===== src/rtl/multicycle_sequencer_pkg.sv =====
// Shared types and ISA constants for the multi-cycle control sequencer.
package multicycle_sequencer_pkg;

    localparam int ISA_OPCODE_W = 4;

    typedef logic [ISA_OPCODE_W-1:0] opcode_t;

    typedef enum logic [2:0] {
        ST_IDLE,
        ST_FETCH,
        ST_DECODE,
        ST_EXEC,
        ST_MEM,
        ST_WB,
        ST_FAULT
    } state_t;

    localparam opcode_t OP_LW       = 4'b0000;
    localparam opcode_t OP_SW       = 4'b0001;
    localparam opcode_t OP_RTYPE_LO = 4'b0010;
    localparam opcode_t OP_RTYPE_HI = 4'b1001;
    localparam opcode_t OP_BEQ      = 4'b1011;
    localparam opcode_t OP_BNE      = 4'b1100;
    localparam opcode_t OP_JMP      = 4'b1101;

    localparam logic [1:0] ALU_ADD   = 2'b00;
    localparam logic [1:0] ALU_SUB   = 2'b01;
    localparam logic [1:0] ALU_RTYPE = 2'b10;

    function automatic logic is_rtype(input opcode_t op);
        return (op >= OP_RTYPE_LO) && (op <= OP_RTYPE_HI);
    endfunction

    function automatic logic is_legal(input opcode_t op);
        return (op == OP_LW) || (op == OP_SW) || is_rtype(op) ||
               (op == OP_BEQ) || (op == OP_BNE) || (op == OP_JMP);
    endfunction

endpackage


===== src/rtl/multicycle_wait_timer.sv =====
// Memory wait counter with timeout compare; shared by instruction and data waits.
module multicycle_wait_timer #(
    parameter int MEM_TIMEOUT = 15
) (
    input  logic clk,
    input  logic rst_n,
    input  logic waiting,
    output logic timeout
);

    logic [7:0] wait_cnt;

    always_ff @(posedge clk or negedge rst_n) begin
        if (!rst_n) begin
            wait_cnt <= '0;
        end else if (waiting) begin
            wait_cnt <= wait_cnt + 8'd1;
        end else begin
            wait_cnt <= '0;
        end
    end

    // Fires on the MEM_TIMEOUT-th consecutive wait cycle, so the count never exceeds 254.
    assign timeout = waiting && (wait_cnt == 8'(MEM_TIMEOUT - 1));

endmodule


===== src/rtl/multicycle_sequencer.sv =====
// FETCH/DECODE/EXEC/MEM/WB control sequencer for the 16-bit datapath.
// Define MULTICYCLE_PERF_EN to build the retired/stall performance counters.
module multicycle_sequencer
    import multicycle_sequencer_pkg::*;
#(
    parameter int OPCODE_W    = 4,
    parameter int MEM_TIMEOUT = 15
) (
    input  logic                clk,
    input  logic                rst_n,
    input  logic                run,
    input  logic [OPCODE_W-1:0] opcode,
    input  logic                imem_ready,
    input  logic                dmem_ready,
    output logic                imem_req,
    output logic                ir_write,
    output logic                pc_write,
    output logic                reg_dst,
    output logic                mem_to_reg,
    output logic [1:0]          alu_op,
    output logic                jump,
    output logic                beq,
    output logic                bne,
    output logic                mem_read,
    output logic                mem_write,
    output logic                alu_src,
    output logic                reg_write,
    output logic                busy,
    output logic                fault,
    output logic [31:0]         retired_cnt,
    output logic [31:0]         stall_cnt
);

    state_t              state_q, state_d;
    logic [OPCODE_W-1:0] op_q;
    logic                retire;
    logic                waiting;
    logic                timeout;

    always_ff @(posedge clk or negedge rst_n) begin
        if (!rst_n) begin
            state_q <= ST_IDLE;
            op_q    <= '0;
        end else begin
            state_q <= state_d;
            if (state_q == ST_DECODE) begin
                op_q <= opcode;
            end
        end
    end

    assign waiting = ((state_q == ST_FETCH) && !imem_ready) ||
                     ((state_q == ST_MEM)   && !dmem_ready);

    multicycle_wait_timer #(
        .MEM_TIMEOUT(MEM_TIMEOUT)
    ) u_wait_timer (
        .clk    (clk),
        .rst_n  (rst_n),
        .waiting(waiting),
        .timeout(timeout)
    );

    always_comb begin
        state_d    = state_q;
        imem_req   = 1'b0;
        ir_write   = 1'b0;
        pc_write   = 1'b0;
        reg_dst    = 1'b0;
        mem_to_reg = 1'b0;
        alu_op     = ALU_ADD;
        jump       = 1'b0;
        beq        = 1'b0;
        bne        = 1'b0;
        mem_read   = 1'b0;
        mem_write  = 1'b0;
        alu_src    = 1'b0;
        reg_write  = 1'b0;
        retire     = 1'b0;
        case (state_q)
            ST_IDLE: begin
                if (run) state_d = ST_FETCH;
            end
            ST_FETCH: begin
                imem_req = 1'b1;
                if (imem_ready) begin
                    ir_write = 1'b1;
                    pc_write = 1'b1;
                    state_d  = ST_DECODE;
                end else if (timeout) begin
                    state_d = ST_FAULT;
                end
            end
            ST_DECODE: begin
                state_d = is_legal(opcode) ? ST_EXEC : ST_FAULT;
            end
            ST_EXEC: begin
                if ((op_q == OP_LW) || (op_q == OP_SW)) begin
                    alu_src = 1'b1;
                    alu_op  = ALU_ADD;
                    state_d = ST_MEM;
                end else if (is_rtype(op_q)) begin
                    alu_op  = ALU_RTYPE;
                    state_d = ST_WB;
                end else if ((op_q == OP_BEQ) || (op_q == OP_BNE)) begin
                    alu_op = ALU_SUB;
                    beq    = (op_q == OP_BEQ);
                    bne    = (op_q == OP_BNE);
                    retire = 1'b1;
                end else if (op_q == OP_JMP) begin
                    jump   = 1'b1;
                    retire = 1'b1;
                end else begin
                    state_d = ST_FAULT;
                end
            end
            ST_MEM: begin
                mem_read  = (op_q == OP_LW);
                mem_write = (op_q == OP_SW);
                if (dmem_ready) begin
                    if (op_q == OP_LW) state_d = ST_WB;
                    else               retire  = 1'b1;
                end else if (timeout) begin
                    state_d = ST_FAULT;
                end
            end
            ST_WB: begin
                reg_write  = 1'b1;
                mem_to_reg = (op_q == OP_LW);
                reg_dst    = is_rtype(op_q);
                retire     = 1'b1;
            end
            ST_FAULT: begin
                state_d = ST_FAULT;
            end
            default: begin
                state_d = ST_IDLE;
            end
        endcase
        // Instruction boundary: run is only honoured here and in IDLE.
        if (retire) state_d = run ? ST_FETCH : ST_IDLE;
    end

    assign busy  = (state_q != ST_IDLE) && (state_q != ST_FAULT);
    assign fault = (state_q == ST_FAULT);

`ifdef MULTICYCLE_PERF_EN
    logic [31:0] retired_q;
    logic [31:0] stall_q;

    always_ff @(posedge clk or negedge rst_n) begin
        if (!rst_n) begin
            retired_q <= '0;
            stall_q   <= '0;
        end else begin
            if (retire)  retired_q <= retired_q + 32'd1;
            if (waiting) stall_q   <= stall_q + 32'd1;
        end
    end

    assign retired_cnt = retired_q;
    assign stall_cnt   = stall_q;
`else
    logic perf_unused;
    assign perf_unused = retire;
    assign retired_cnt = '0;
    assign stall_cnt   = '0;
`endif

endmodule


===== config.mk =====
export PLATFORM = sky130hd
export DESIGN_NAME = multicycle_sequencer
export DESIGN_NICKNAME = d
export VERILOG_FILES = /design/src/rtl/multicycle_sequencer_pkg.sv /design/src/rtl/multicycle_wait_timer.sv /design/src/rtl/multicycle_sequencer.sv
export SDC_FILE = /design/constraint.sdc
export NUM_CORES = 1
export LEC_CHECK = 0
export BUFFER_PORTS_ARGS = -buffer_cell sky130_fd_sc_hd__buf_2
export CAP_MARGIN = 20
export CORE_ASPECT_RATIO = 0.9
export CORE_MARGIN = 1
export CORE_UTILIZATION = 43
export CTS_CLUSTER_SIZE = 20
export DETAILED_ROUTE_END_ITERATION = 10
export PLACE_DENSITY = 0.88
export SLEW_MARGIN = 25
export SYNTH_ARGS = -nofsm -noshare
export SYNTH_HDL_FRONTEND = slang
export SYNTH_SLANG_ARGS = --single-unit
export TNS_END_PERCENT = 5

===== constraint.sdc =====
create_clock -name clk -period 2.3 [get_ports clk]
set_clock_uncertainty 0.2 [all_clocks]
set_input_delay 0.115 -clock clk [delete_from_list [all_inputs] [get_ports clk]]
set_output_delay 0.115 -clock clk [all_outputs]
set_load 0.05 [all_outputs]

### Word-level counts from Yosys, hierarchy flattened

Cells that the tools add are included.

* mux-type cells: 47
* equal/unequal tests: 21
* $add $sub $neg: 1
* reductions and logical operators: 21
* $lt $le $gt $ge: 4

Operators with widths (count)
* $mux 3: 11
* $mux 1: 30
* $eq 4x4->1 const B: 6
* $pmux 3 s7: 1
* $ne 5x5->1 const B: 2
* $eq 3x3->1 const B: 3
* $add 8x1->8 const B: 1
* $eq 4x1->1 const B: 2
* $eq 8x4->1 const B: 1
* $ge 4x2->1 const B: 2
* $le 4x4->1 const B: 2
* $logic_not 4->1: 2
* $logic_or 1x1->1: 8
* $mux 8: 1
* $eq 3x2->1 const B: 2
* $logic_and 1x1->1: 6
* $mux 2: 3
* $ne 3x3->1 const B: 2
* $reduce_and 5->1: 1
* $ne 4x3->1 const B: 1
* $eq 3x1->1 const B: 1
* $logic_not 3->1: 1
* $pmux 1 s3: 1
* $reduce_bool 3->1: 1
* other kinds (2): 3

* input port bits: 9
* bits in registers: 15
* output and inout port bits: 80

### Depth between registers and ports, before layout

* depth after elaboration: 9
* depth in mapped cells: 7
* depth with buffers taken out: 6

### Cells and area by module

A second synthesis with hierarchy kept.

* cell total of the unflattened synthesis: 178
* area total of the unflattened synthesis: 1488.9 sq um

Modules (own cells, without submodules)
* multicycle_sequencer: area each 1082.3 sq um, cells each 138, instances 1
* multicycle_wait_timer: area each 406.6 sq um, cells each 40, instances 1

### Least setup slack after synthesis

No wires, ideal clock.

* kind: reg-to-output
* start: register state_q[2]
* end: output port pc_write
* path slack: -292 ps
* required time: 1985 ps
* arrival: 2277 ps
* cell stages (with the launch flop): 6
* cells stage by stage: dfrtp_1 > clkbuf_1 > nand2b_1 > nor2_1 > and2_1 > buf_4

* word-level cells in the longest chain between the ends: 2

RTL lines
* from (decl): line multicycle_sequencer.sv:34 `state_t state_q, state_d;`
* from (signal assigned): line multicycle_sequencer.sv:45 `state_q <= state_d;`
* $eq 3x1->1
* $mux 1
* to (decl): line multicycle_sequencer.sv:17 `output logic pc_write,`

No other way between the ends.

### Final worst setup path

* start: register state_q[1]
* end: output port beq

* word-level cells in the longest chain between the ends: 2

RTL lines
* $eq 3x2->1: line multicycle_sequencer.sv:80 `case (state_q)`
* $mux 1: line multicycle_sequencer.sv:80
* to (decl): line multicycle_sequencer.sv:22 `output logic beq,`

No other way between the ends.

==> metrics.txt <==
FMAX 0.462 GHz; post-synthesis sequential area ratio 0.265; core area 3090 um2; vias per cell 4.23; CTS H-tree lvls 1; Buffers on Ports 24; leakage dissipation 0.000760 uW; die width 62.5 um; most common cell after layout, fill and taps aside conb_1; Post-route DRC 0; Clock Root Buffer clkbuf_4; crit path launch type flip-flop; Netlist cell types 40; later-pin clock latency in the skew report 0.29 ns; Longest Clk Path Bufs 2; via count 1014; Pre-antenna DRT Iters 4; CP Max Fanout 9; R2R depth 6; DP Worst Slack 0.457 ns; status finished clean; post-cts hold buffer count 6; fin cells 240; critical path class flip-flop to output port; initial antenna violation count 0; largest net degree at the start of global routing 17; RSZ-0062 raised after global routing no; number of synthesized flops with an enable pin 0; Worst Path Required 1.99 ns; max-cap viol count 0; top-area cell type share of the netlist area 0.344; Final WS setup 0.138 ns; slew margin rel. 0.626; Synth Instances 169; syn avg cell area 8.39 um2; hold depth 4; most frequent cells in the layout 64 x conb_1, 24 x buf_2, 15 x nor2_1, 15 x dfrtp_1; PostCTS Resize Cnt 0; Yosys warning count 0; Final setup violation count 0; Sink Count 15; synthesized flop and latch total 15; die height 56.5 um; CP Capture Type output port; TritonCTS clock tree yes; total wire length 2370 um; PD cells 1140 nW/um2; Final period util 0.940; initial DRC count 46; ys flop type dfrtp_1; Worst-path clk slew 0.09 ns; CTS Buf Count 3; first-pass GRT wire length 3710 um; Netlist Area Pre-Place 1420 um2; Syn-to-layout area delta 0.265%; DR WL/cell 9.89 um; fraction of registers with async set/reset 1.00; IO Pins 89; Least-Margin Pin Slew 0.557 ns; main area contributors after synthesis buf_4 34%, dfrtp_1 26%, nor2_1 4.2%; Site Rows 19; Yosys top cell by area buf_4; register area 375 um2; Die Footprint 3530 um2; placed instance count 230; antenna cells 0; vias in the first global route 810; Slew Limit Fails 0; Final nets 210; Routed Antenna Nets 0; DP HPWL 1850 um; fin crit period 2.16 ns; gpl congestion 0.835; fraction of layout cells with a size suffix above 1 0.182; remaining global-route overflow 0; Final Hold Fails 0; Hold WC Path Type primary input to flip-flop; Initial Util 0.459; Worst Path Arrival 1.85 ns; footprint of the multi-input gates 771 um2; worst vdd ir 0.318 mV; setup bufs post-CTS 0; Global Route Usage Sum 0.137; fill count 320
[per-layer routing]
layer | track usage | routed length, um | up-vias
met4 | 0.0498 | 27 | 0
met3 | 0.0447 | 185 | 6
met5 | 0 | 0 | -
met1 | 0.166 | 1050 | 465
met2 | 0.227 | 1110 | 56
li1 | - | - | 487
[cells in the mapped netlist, types with 2 or more instances]
cell      number
nand2_1        6
dfrtp_1       15
buf_4         65
and2_1         2
o21ai_0        3
nor3_1         2
inv_2          2
clkbuf_1       2
inv_1          2
nor3b_1        2
nand3_1        2
nand4_1        3
a21boi_1       2
nand2b_1       5
xor2_1         5
mux2_1         4
nor2b_1        2
nor4_1         2
a21oi_1        5
nor2_1        16
or3_1          2
ha_1           2
[critical path, stage by stage, from the launching register on]
cell and delay [ns]:
dfrtp_1 0.53, inv_2 0.10, nor2_1 0.24, nand4_1 0.17, nor3b_2 0.22, buf_2 0.29
[path summary, 6_finish.rpt]
| kind | slack [ns] | startpoint | endpoint |
|---|---|---|---|
| worst max-delay path | 0.14 | state_q[1]$_DFFE_PN0P_ | beq |
| worst min-delay path | 0.03 | dmem_ready | state_q[1]$_DFFE_PN0P_ |
| worst max register to register | 0.43 | state_q[2]$_DFFE_PN0P_ | state_q[2]$_DFFE_PN0P_ |
| worst min register to register | 0.32 | u_wait_timer.wait_cnt[0]$_DFF_PN0_ | u_wait_timer.wait_cnt[0]$_DFF_PN0_ |
| max in group asynchronous | 1.59 | rst_n | op_q[3]$_DFFE_PN0P_ |
| min in group asynchronous | 0.05 | rst_n | u_wait_timer.wait_cnt[0]$_DFF_PN0_ |
[power by group]
| part | switching, uW | internal (uW) | total, uW |
|---|---|---|---|
| Combinational | 708 | 257 | 964 |
| Sequential | 160 | 337 | 497 |
| Clock | 92.0 | 64.8 | 157 |
[cells by family after synthesis]
group	Yosys count	share of synthesized area
simple gates	52	0.199
mux	4	0.0318
buf+inv	72	0.364
xor+xnor	6	0.0371
flops	15	0.265
fa+ha+maj	2	0.0176
other cells	1	0.00265
compound gates	17	0.0838
[layout make-up]
type                            instances  area share
Clock buffer                            3      0.0158
Clock inverter                          1     0.00352
Inverter                                4      0.0106
Multi-Input combinational cell        145       0.542
Sequential cell                        15       0.264
Tap cell                               42      0.0370
Timing Repair Buffer                   30       0.127
[registers in the layout (all words and copies together) (netlist names)]
register               cells
u_wait_timer.wait_cnt      8
op_q                       4
state_q                    3
[stage by stage]
| stage | hold slack [ns] | utilization | cell area (um2) | TNS (ns) | total power (uW) |
|---|---|---|---|---|---|
| after floorplan | -0.381 | - | 1660 | -0.0423 | 1380 |
| after global placement | -0.171 | 0.432 | 1330 | 0 | 1430 |
| after detailed placement | -0.161 | 0.432 | 1330 | 0 | 1450 |
| after CTS | 0.0102 | 0.460 | 1420 | 0 | 1620 |
| after global routing | 0.0387 | 0.460 | 1420 | 0 | 1700 |
| final | 0.0278 | 0.460 | 1420 | 0 | 1620 |
Power figures use the tool's default switching activity.
